[src/rtl/cdb_arbiter.sv]
// cdb_arbiter
// Common-data-bus arbiter. Each producer channel owns a small circular FIFO of
// {data, label} results. One FIFO head is granted per cycle and driven onto a
// registered broadcast bus. The grant is round-robin or fixed-priority (lowest
// index wins), depending on RR_MODE.
//
// Ports
//   clk      : clock, all state changes on the rising edge
//   nRST     : synchronous reset, active high (despite the legacy name)
//   flush    : synchronous clear of all FIFOs and the round-robin pointer
//   req      : per-channel result-valid strobe
//   data     : packed results, channel i at [i*DATA_W +: DATA_W]
//   label    : packed tags, channel i at [i*LABEL_W +: LABEL_W]; 0 = no producer
//   ack      : combinational accept per channel
//   full     : per-channel FIFO full, derived from registered occupancy
//   BCEN     : broadcast valid (registered, one pulse per entry)
//   BCdata   : broadcast data (registered, holds when BCEN = 0)
//   BClabel  : broadcast tag (registered, holds when BCEN = 0)
module cdb_arbiter #(
    parameter int unsigned CHANNELS = 4,
    parameter int unsigned DATA_W   = 32,
    parameter int unsigned LABEL_W  = 4,
    parameter int unsigned DEPTH    = 2,
    parameter int unsigned RR_MODE  = 1
) (
    input  logic                        clk,
    input  logic                        nRST,
    input  logic                        flush,
    input  logic [CHANNELS-1:0]         req,
    input  logic [CHANNELS*DATA_W-1:0]  data,
    input  logic [CHANNELS*LABEL_W-1:0] label,
    output logic [CHANNELS-1:0]         ack,
    output logic [CHANNELS-1:0]         full,
    output logic                        BCEN,
    output logic [DATA_W-1:0]           BCdata,
    output logic [LABEL_W-1:0]          BClabel
);

    localparam int unsigned IDX_W = (CHANNELS > 1) ? $clog2(CHANNELS) : 1;
    localparam int unsigned PTR_W = (DEPTH > 1) ? $clog2(DEPTH) : 1;
    localparam int unsigned CNT_W = $clog2(DEPTH + 1);

    logic [CNT_W-1:0]   count_q     [CHANNELS];
    logic [CNT_W-1:0]   count_d     [CHANNELS];
    logic [PTR_W-1:0]   wr_ptr_q    [CHANNELS];
    logic [PTR_W-1:0]   wr_ptr_d    [CHANNELS];
    logic [PTR_W-1:0]   rd_ptr_q    [CHANNELS];
    logic [PTR_W-1:0]   rd_ptr_d    [CHANNELS];
    logic [DATA_W-1:0]  mem_data_q  [CHANNELS][DEPTH];
    logic [DATA_W-1:0]  mem_data_d  [CHANNELS][DEPTH];
    logic [LABEL_W-1:0] mem_label_q [CHANNELS][DEPTH];
    logic [LABEL_W-1:0] mem_label_d [CHANNELS][DEPTH];

    logic [IDX_W-1:0]   rr_q, rr_d;
    logic               bcen_q, bcen_d;
    logic [DATA_W-1:0]  bcdata_q, bcdata_d;
    logic [LABEL_W-1:0] bclabel_q, bclabel_d;

    logic [CHANNELS-1:0] nonempty;
    logic [CHANNELS-1:0] pop;
    logic                grant_valid;
    logic [IDX_W-1:0]    grant_idx;

    function automatic logic [PTR_W-1:0] ptr_inc(input logic [PTR_W-1:0] p);
        return (p == PTR_W'(DEPTH - 1)) ? '0 : p + 1'b1;
    endfunction

    // Status uses the registered count only, so a full FIFO refuses a push
    // even in a cycle where it is also being popped.
    always_comb begin
        for (int unsigned i = 0; i < CHANNELS; i++) begin
            full[i]     = (count_q[i] == CNT_W'(DEPTH));
            nonempty[i] = (count_q[i] != '0);
            ack[i]      = req[i]
                        && (count_q[i] != CNT_W'(DEPTH))
                        && (label[i*LABEL_W +: LABEL_W] != '0)
                        && !flush
                        && !nRST;
        end
    end

    // Walk the channels starting at rr_q (round-robin) or at 0 (fixed
    // priority); the first non-empty one wins.
    always_comb begin : arbitrate
        int unsigned cand;
        cand        = 0;
        grant_valid = 1'b0;
        grant_idx   = '0;
        pop         = '0;
        for (int unsigned k = 0; k < CHANNELS; k++) begin
            if (RR_MODE != 0) begin
                cand = (32'(rr_q) + k) % CHANNELS;
            end else begin
                cand = k;
            end
            if (!grant_valid && nonempty[IDX_W'(cand)]) begin
                grant_valid = 1'b1;
                grant_idx   = IDX_W'(cand);
            end
        end
        if (grant_valid && !flush) begin
            pop[grant_idx] = 1'b1;
        end
    end

    always_comb begin
        count_d     = count_q;
        wr_ptr_d    = wr_ptr_q;
        rd_ptr_d    = rd_ptr_q;
        mem_data_d  = mem_data_q;
        mem_label_d = mem_label_q;
        rr_d        = rr_q;
        bcen_d      = 1'b0;
        bcdata_d    = bcdata_q;
        bclabel_d   = bclabel_q;

        if (flush) begin
            for (int unsigned i = 0; i < CHANNELS; i++) begin
                count_d[i]  = '0;
                wr_ptr_d[i] = '0;
                rd_ptr_d[i] = '0;
            end
            rr_d = '0;
        end else begin
            for (int unsigned i = 0; i < CHANNELS; i++) begin
                if (ack[i]) begin
                    mem_data_d[i][wr_ptr_q[i]]  = data[i*DATA_W +: DATA_W];
                    mem_label_d[i][wr_ptr_q[i]] = label[i*LABEL_W +: LABEL_W];
                    wr_ptr_d[i]                 = ptr_inc(wr_ptr_q[i]);
                end
                if (pop[i]) begin
                    rd_ptr_d[i] = ptr_inc(rd_ptr_q[i]);
                end
                case ({ack[i], pop[i]})
                    2'b10:   count_d[i] = count_q[i] + 1'b1;
                    2'b01:   count_d[i] = count_q[i] - 1'b1;
                    default: count_d[i] = count_q[i];
                endcase
            end

            if (grant_valid) begin
                bcen_d    = 1'b1;
                bcdata_d  = mem_data_q[grant_idx][rd_ptr_q[grant_idx]];
                bclabel_d = mem_label_q[grant_idx][rd_ptr_q[grant_idx]];
                if (RR_MODE != 0) begin
                    rr_d = (grant_idx == IDX_W'(CHANNELS - 1)) ? '0 : grant_idx + 1'b1;
                end
            end
        end
    end

    always_ff @(posedge clk) begin
        if (nRST) begin
            for (int unsigned i = 0; i < CHANNELS; i++) begin
                count_q[i]  <= '0;
                wr_ptr_q[i] <= '0;
                rd_ptr_q[i] <= '0;
                for (int unsigned j = 0; j < DEPTH; j++) begin
                    mem_data_q[i][j]  <= '0;
                    mem_label_q[i][j] <= '0;
                end
            end
            rr_q      <= '0;
            bcen_q    <= 1'b0;
            bcdata_q  <= '0;
            bclabel_q <= '0;
        end else begin
            count_q     <= count_d;
            wr_ptr_q    <= wr_ptr_d;
            rd_ptr_q    <= rd_ptr_d;
            mem_data_q  <= mem_data_d;
            mem_label_q <= mem_label_d;
            rr_q        <= rr_d;
            bcen_q      <= bcen_d;
            bcdata_q    <= bcdata_d;
            bclabel_q   <= bclabel_d;
        end
    end

    assign BCEN    = bcen_q;
    assign BCdata  = bcdata_q;
    assign BClabel = bclabel_q;

endmodule

[config.mk]
export PLATFORM = sky130hd
export DESIGN_NAME = cdb_arbiter
export DESIGN_NICKNAME = d
export VERILOG_FILES = /design/src/rtl/cdb_arbiter.sv
export SDC_FILE = /design/constraint.sdc
export NUM_CORES = 1
export LEC_CHECK = 0
export ABC_AREA = 1
export CAP_MARGIN = 20
export CORE_ASPECT_RATIO = 0.9
export CORE_MARGIN = 5
export CORE_UTILIZATION = 45
export DETAILED_ROUTE_END_ITERATION = 12
export HOLD_SLACK_MARGIN = 0.15
export PLACE_DENSITY = 0.67
export SLEW_MARGIN = 20
export SYNTH_ARGS = -nofsm -noshare
export SYNTH_HDL_FRONTEND = slang
export SYNTH_SLANG_ARGS = --single-unit
[constraint.sdc]
create_clock -name clk -period 7.5 [get_ports clk]
set_input_delay 2.25 -clock clk [delete_from_list [all_inputs] [get_ports clk]]
set_output_delay 2.25 -clock clk [all_outputs]
set_load 0.02 [all_outputs]
==> Word level (Yosys, flattened, before mapping) <==
Index checks and enable logic that the tools add are counted.
{ "word_totals": {"reg_bits": 343, "word_cells": 212} }
{ "classes": {"n_lt_le_gt_ge": 16, "eq_ne": 17, "bitwise": 7, "reduce_logical": 48, "add_sub_neg": 20, "mux": 72} }
{ "op_table": {"columns": ["cell", "count"], "rows": [
  ["64-bit bitwise mux", 4],
  ["32-bit 2-to-1 mux", 7],
  ["64-bit binary-select mux with 2-bit select", 1],
  ["32-bit demux with 1-bit select", 4],
  ["64-bit 2-to-1 mux", 2],
  ["8-bit bitwise mux", 4],
  ["4-bit 2-to-1 mux", 8],
  ["1-bit logical AND", 25],
  ["1-bit 2-to-1 mux", 20],
  ["2-bit equality test, second input constant", 9],
  ["8-bit binary-select mux with 2-bit select", 1],
  ["4-bit demux with 1-bit select", 4],
  ["8-bit 2-to-1 mux", 2],
  ["2-bit one-hot mux with 2 select lines", 4],
  ["2-bit nonzero test", 8],
  ["4-bit nonzero test", 4],
  ["2-bit by 3-bit less-than comparator with 1-bit output, second input constant", 5],
  ["2-bit by 1-bit adder with 2-bit output, second input constant", 6],
  ["1-bit binary-select mux with 2-bit select", 5],
  ["2-bit greater-or-equal comparator, second input constant", 5],
  ["2-bit 2-to-1 mux", 5],
  ["1-bit inverter with 2-bit output", 5],
  ["2-bit AND reduction", 5],
  ["1-bit adder, second input constant", 8],
  ["other kinds (12)", 29]
]} }

==> Logic depth before layout (Yosys ltp) <==
{ "depth": {"depth_word": 21, "mapped_depth": 20, "mapped_depth_nobuf": 18} }

==> Worst setup path after synthesis <==
No wires, ideal clock.
{ "synth_timing": {"kind": "input port to output port", "from": "input port nRST", "to": "output port ack[1]", "path_slack_ns": 1.766, "arrival_time_ns": 3.484, "t_required_ns": 5.250, "stages": 7, "cell_sequence": "inv_2 -> nand2_1 -> nor3b_1 -> nand2_1 -> inv_1 -> clkbuf_1 -> clkbuf_1"} }
{ "synth_via": {"elab_chain_cells": 2} }
{ "synth_lines": {"columns": ["item", "line_no", "text"], "rows": [
  ["start, declared", "27", "input logic nRST,"],
  ["1-bit zero test", "78", "&& !nRST;"],
  ["1-bit logical AND", "78", null],
  ["end, declared", "32", "output logic [CHANNELS-1:0] ack,"]
]} }
No other way between the ends.

==> Worst setup path in the final report <==
{ "layout_timing": {"from": "input port flush", "to": "output port ack[0]"} }
{ "layout_via": {"elab_chain_cells": 3} }
{ "layout_lines": {"columns": ["item", "line_no", "text"], "rows": [
  ["start, declared", "28", "input logic flush,"],
  ["1-bit zero test", "77", "&& !flush"],
  ["1-bit logical AND", "77", null],
  ["1-bit logical AND", "78", null]
]} }
No other way between the ends.

==> metrics list <==
- Number of buffers added by the clock tree synthesis step: 37
* Cell chain of the critical path: clkdlybuf4s50_1 -> inv_1 -> nand2_1 -> buf_4 -> nor3b_1 -> nand2_1 -> inv_1 -> clkdlybuf4s50_1
- The cell sitting at the root of the clock tree is a clkbuf_16.
* Maximum buffer depth of the clock tree: 3
* Run status: completed
- In this run, the number of DRC markers left after iteration 0 of detailed routing was between 1000 and 1500.
* Kind of end point of the critical path: output port
* Number of global-route vias before repair: 15100
- After technology mapping, the gate count stands at around 2400.
- Dividing the synthesized area by the synthesized cell count gives roughly 6.6 µm².
* Effective utilization at floorplan: 0.455
- The worst-case IR drop observed on VDD is roughly 910 µV.
- Wire length reported by the detailed router: ~52 mm
- Start-to-end type of the worst setup path: input pin to output port
- Proportion of synthesized chip area in sequential cells: 0.431
* Non-Filler Cell Area, Final: approximately 0.019 mm²
- The tightest min-delay check is of the register to register type.
* Final #Nets: 2632
- Buffers added to address setup during post-CTS repair amount to 0.
- Compared with the post-synthesis result, the final layout area differs by 20.3%.
- Hold buffer count at CTS: 0
- CTS resizes: 0
- Crit path DAT: between 4000 and 5000 ps
* Number of filler instances in the final layout: 3444
* Mapped Area: approximately 0.016 mm²
- The floorplan has 65 rows.
- TritonRoute pass-1 iters: 5
- Counting flops and latches in the post-synthesis netlist gives 343.
* Worst setup SP type: input pin
- Total clock sinks: around 340
- For this run, the leading register cell type out of synthesis is dfxtp_1.
- Proportion of layout cells with a drive suffix above 1: 0.0455
- The congestion estimate from routability-driven global placement came to 0.902.
* LEAKAGE: between 8 and 9 nW
- Number of hold violations in the final report: 0
- On the critical path, the stage with the largest delay is an instance of clkdlybuf4s50_1.
- Maximum number of pins on one net before global-route repair: around 250
- The die is between 150 and 200 µm tall.
* Largest stage delay, worst path: roughly 610 ps
- Setup violations remaining at the end of the flow were counted as 0.
- Clock tree from TritonCTS: done
* Least-Margin Pin Slew: 1370 ps
- Broken down by cell family, the worst path's largest delay share belongs to buffers and inverters.
* Accumulated negative setup slack: 0 ps
- Remaining design rule violation count: 0
- Max-cap violations in this run came to 0.
- Placeable Area: between 0.03 and 0.04 mm²
- Detailed-route via count: 16000
* Ratio of final minimum period to clock period: 0.879
- Derived from the worst setup path, the maximum achievable clock frequency is 0.152 GHz.
* Unrepaired setup endpoints after global routing: no
- Reg area: roughly 0.0069 mm²
* Number of warning messages in the yosys log: 0
- Detailed placement ended at an HPWL of between 30 and 40 mm.
* Buf+Inv Stages, Crit Path: 5
- Wire per inst: about 18 µm
- Area after detailed placement: approximately 0.018 mm²
- IO Port Bufs: between 150 and 200
- EDFF count, synth: 0
- Final antenna-violating net count: 0
* Count of distinct cell types in the synthesized netlist: 29
- Wire length of the first global-routing pass: a little over 80 mm
* Worst relative slew slack: 0.0861
- The die is ~210 µm wide.
- Final period demand of the worst path: roughly 6600 ps
- Async set-reset flop share out of synthesis: 0
- Total congestion overflow: 0
- Number of pins exceeding their max-slew limit in the final report: 0
- Top-Level Pins: 196
* Top fanout value on the critical path: 14
- Across every metal layer, demand over resource in global routing totals 0.256.
- Clock-pin slew was measured on the worst setup and hold paths at approximately 60 ps.
* Skew final: 16.9 ps
- The number of nets handed over by synthesis was roughly 2600.
- 0 antenna diodes ended up in the layout.
- The die covers 0.0392 mm².
- Required time reported for the critical path endpoint: 5250 ps
- Routed vias/inst: between 5 and 6
- Summing all multi-input logic gate instances after layout gives approximately 0.0076 mm².
- Number of antenna violations at the first check in global routing: 0
- Worst-Skew Late Latency: 530 ps
- Power density normalized to cell area: 512 mW/mm²
- Depth of the CTS H-tree: 2
==> Yosys cell counts, types with 5 or more instances <==
cell / n / area, µm²
inv_1: 167 / 627
clkbuf_1: 100 / 375
nor2_1: 332 / 1250
buf_2: 55 / 275
ha_1: 5 / 62.6
a21oi_1: 230 / 1150
o21a_1: 11 / 82.6
o21ai_0: 245 / 1230
nor3_1: 8 / 40.0
dfxtp_1: 343 / 6870
buf_4: 16 / 120
nand3_1: 312 / 1560
buf_1: 5 / 18.8
nand2_1: 527 / 1980
inv_2: 5 / 18.8
==> layout by cell type (no fill, tap or decap), types with 4 or more instances in the layout <==
cell | Yosys | layout
nand2_1 | 527 | 524
dfxtp_1 | 343 | 343
nor2_1 | 332 | 332
nand3_1 | 312 | 311
o21ai_0 | 245 | 245
a21oi_1 | 230 | 230
clkdlybuf4s50_1 | 0 | 194
inv_1 | 167 | 167
clkbuf_16 | 0 | 39
buf_4 | 16 | 25
o21a_1 | 11 | 11
clkinv_2 | 0 | 10
clkbuf_8 | 0 | 9
nor3_1 | 8 | 8
nand2_2 | 4 | 5
ha_1 | 5 | 5
inv_2 | 5 | 4
or4_1 | 4 | 4
nor3b_1 | 4 | 4
clkinv_1 | 4 | 4
bufinv_16 | 0 | 4
==> cells by family after synthesis <==
| group | count (synthesis) | synth area share |
|---|---|---|
| adder cells (fa/ha/maj) | 5 | 0.00393 |
| buffers and inverters | 356 | 0.0939 |
| AND/OR/NAND/NOR | 1204 | 0.315 |
| AO/OA/AOI/OAI | 488 | 0.156 |
| flip-flops | 343 | 0.431 |
==> power by group <==
group          switching [mW]  internal (mW)  leakage [nW]
registers              0.0715           1.93          2.78
logic                    4.37           1.50          4.57
clock network           0.766           1.18         0.653
==> cell type report <==
cell class / count / area share
multi-input combinational: 1697 / 0.396
timing repair buffer: 221 / 0.112
clock buffer: 51 / 0.0580
clock inverter: 16 / 0.00980
tap: 469 / 0.0306
inverter: 176 / 0.0346
sequential: 343 / 0.358
==> registers in the layout, summed over array words and instances (netlist names) <==
name	count
BCdata	32
BClabel	4
count_q	8
wr_ptr_q	4
mem_data_q	256
rr_q	2
mem_label_q	32
BCEN	1
rd_ptr_q	4
==> metal layers <==
| metal | track usage | wire [µm] |
|---|---|---|
| met1 | 0.325 | 21200 |
| met2 | 0.437 | 25300 |
| met3 | 0.0356 | 3310 |
| met4 | 0.112 | 2390 |
| met5 | 0 | 0 |
==> through the flow <==
stage	hold slack [ps]	std cells	utilization	power [mW]	worst slack, ps
6_report	451	2973	0.548	9.81	904
5_1_grt	466	2973	0.548	10.6	736
4_1_cts	454	2973	0.548	9.81	897
3_5_place_dp	444	2906	0.511	7.86	903
3_3_place_gp	439	2906	0.511	7.77	933
2_1_floorplan	430	2396	-	6.75	1770
==> worst reg2reg max path, stage by stage (launching register included) <==
cell and delay, ps:
dfxtp_1 550, inv_2 150, nand2_1 110, nand2_2 90
nand3_1 80, nand2_1 100, nor2_4 170, nand3b_4 580
nand2_4 920, buf_4 760, nand3_1 250, inv_2 150
ha_1 230, inv_1 90, nand2_1 80, nor3_1 150
nor3_1 70
==> worst paths after layout <==
kind | start | end | slack, ps | depth (start not counted)
max | flush | ack[0] | 900 | 8
min | mem_data_q[113] | mem_data_q[113] | 450 | 2
max reg2reg | rr_q[0] | count_q[7] | 2860 | 16
min reg2reg | mem_data_q[113] | mem_data_q[113] | 450 | 2
Note: power is estimated with default switching activity, not from simulation.
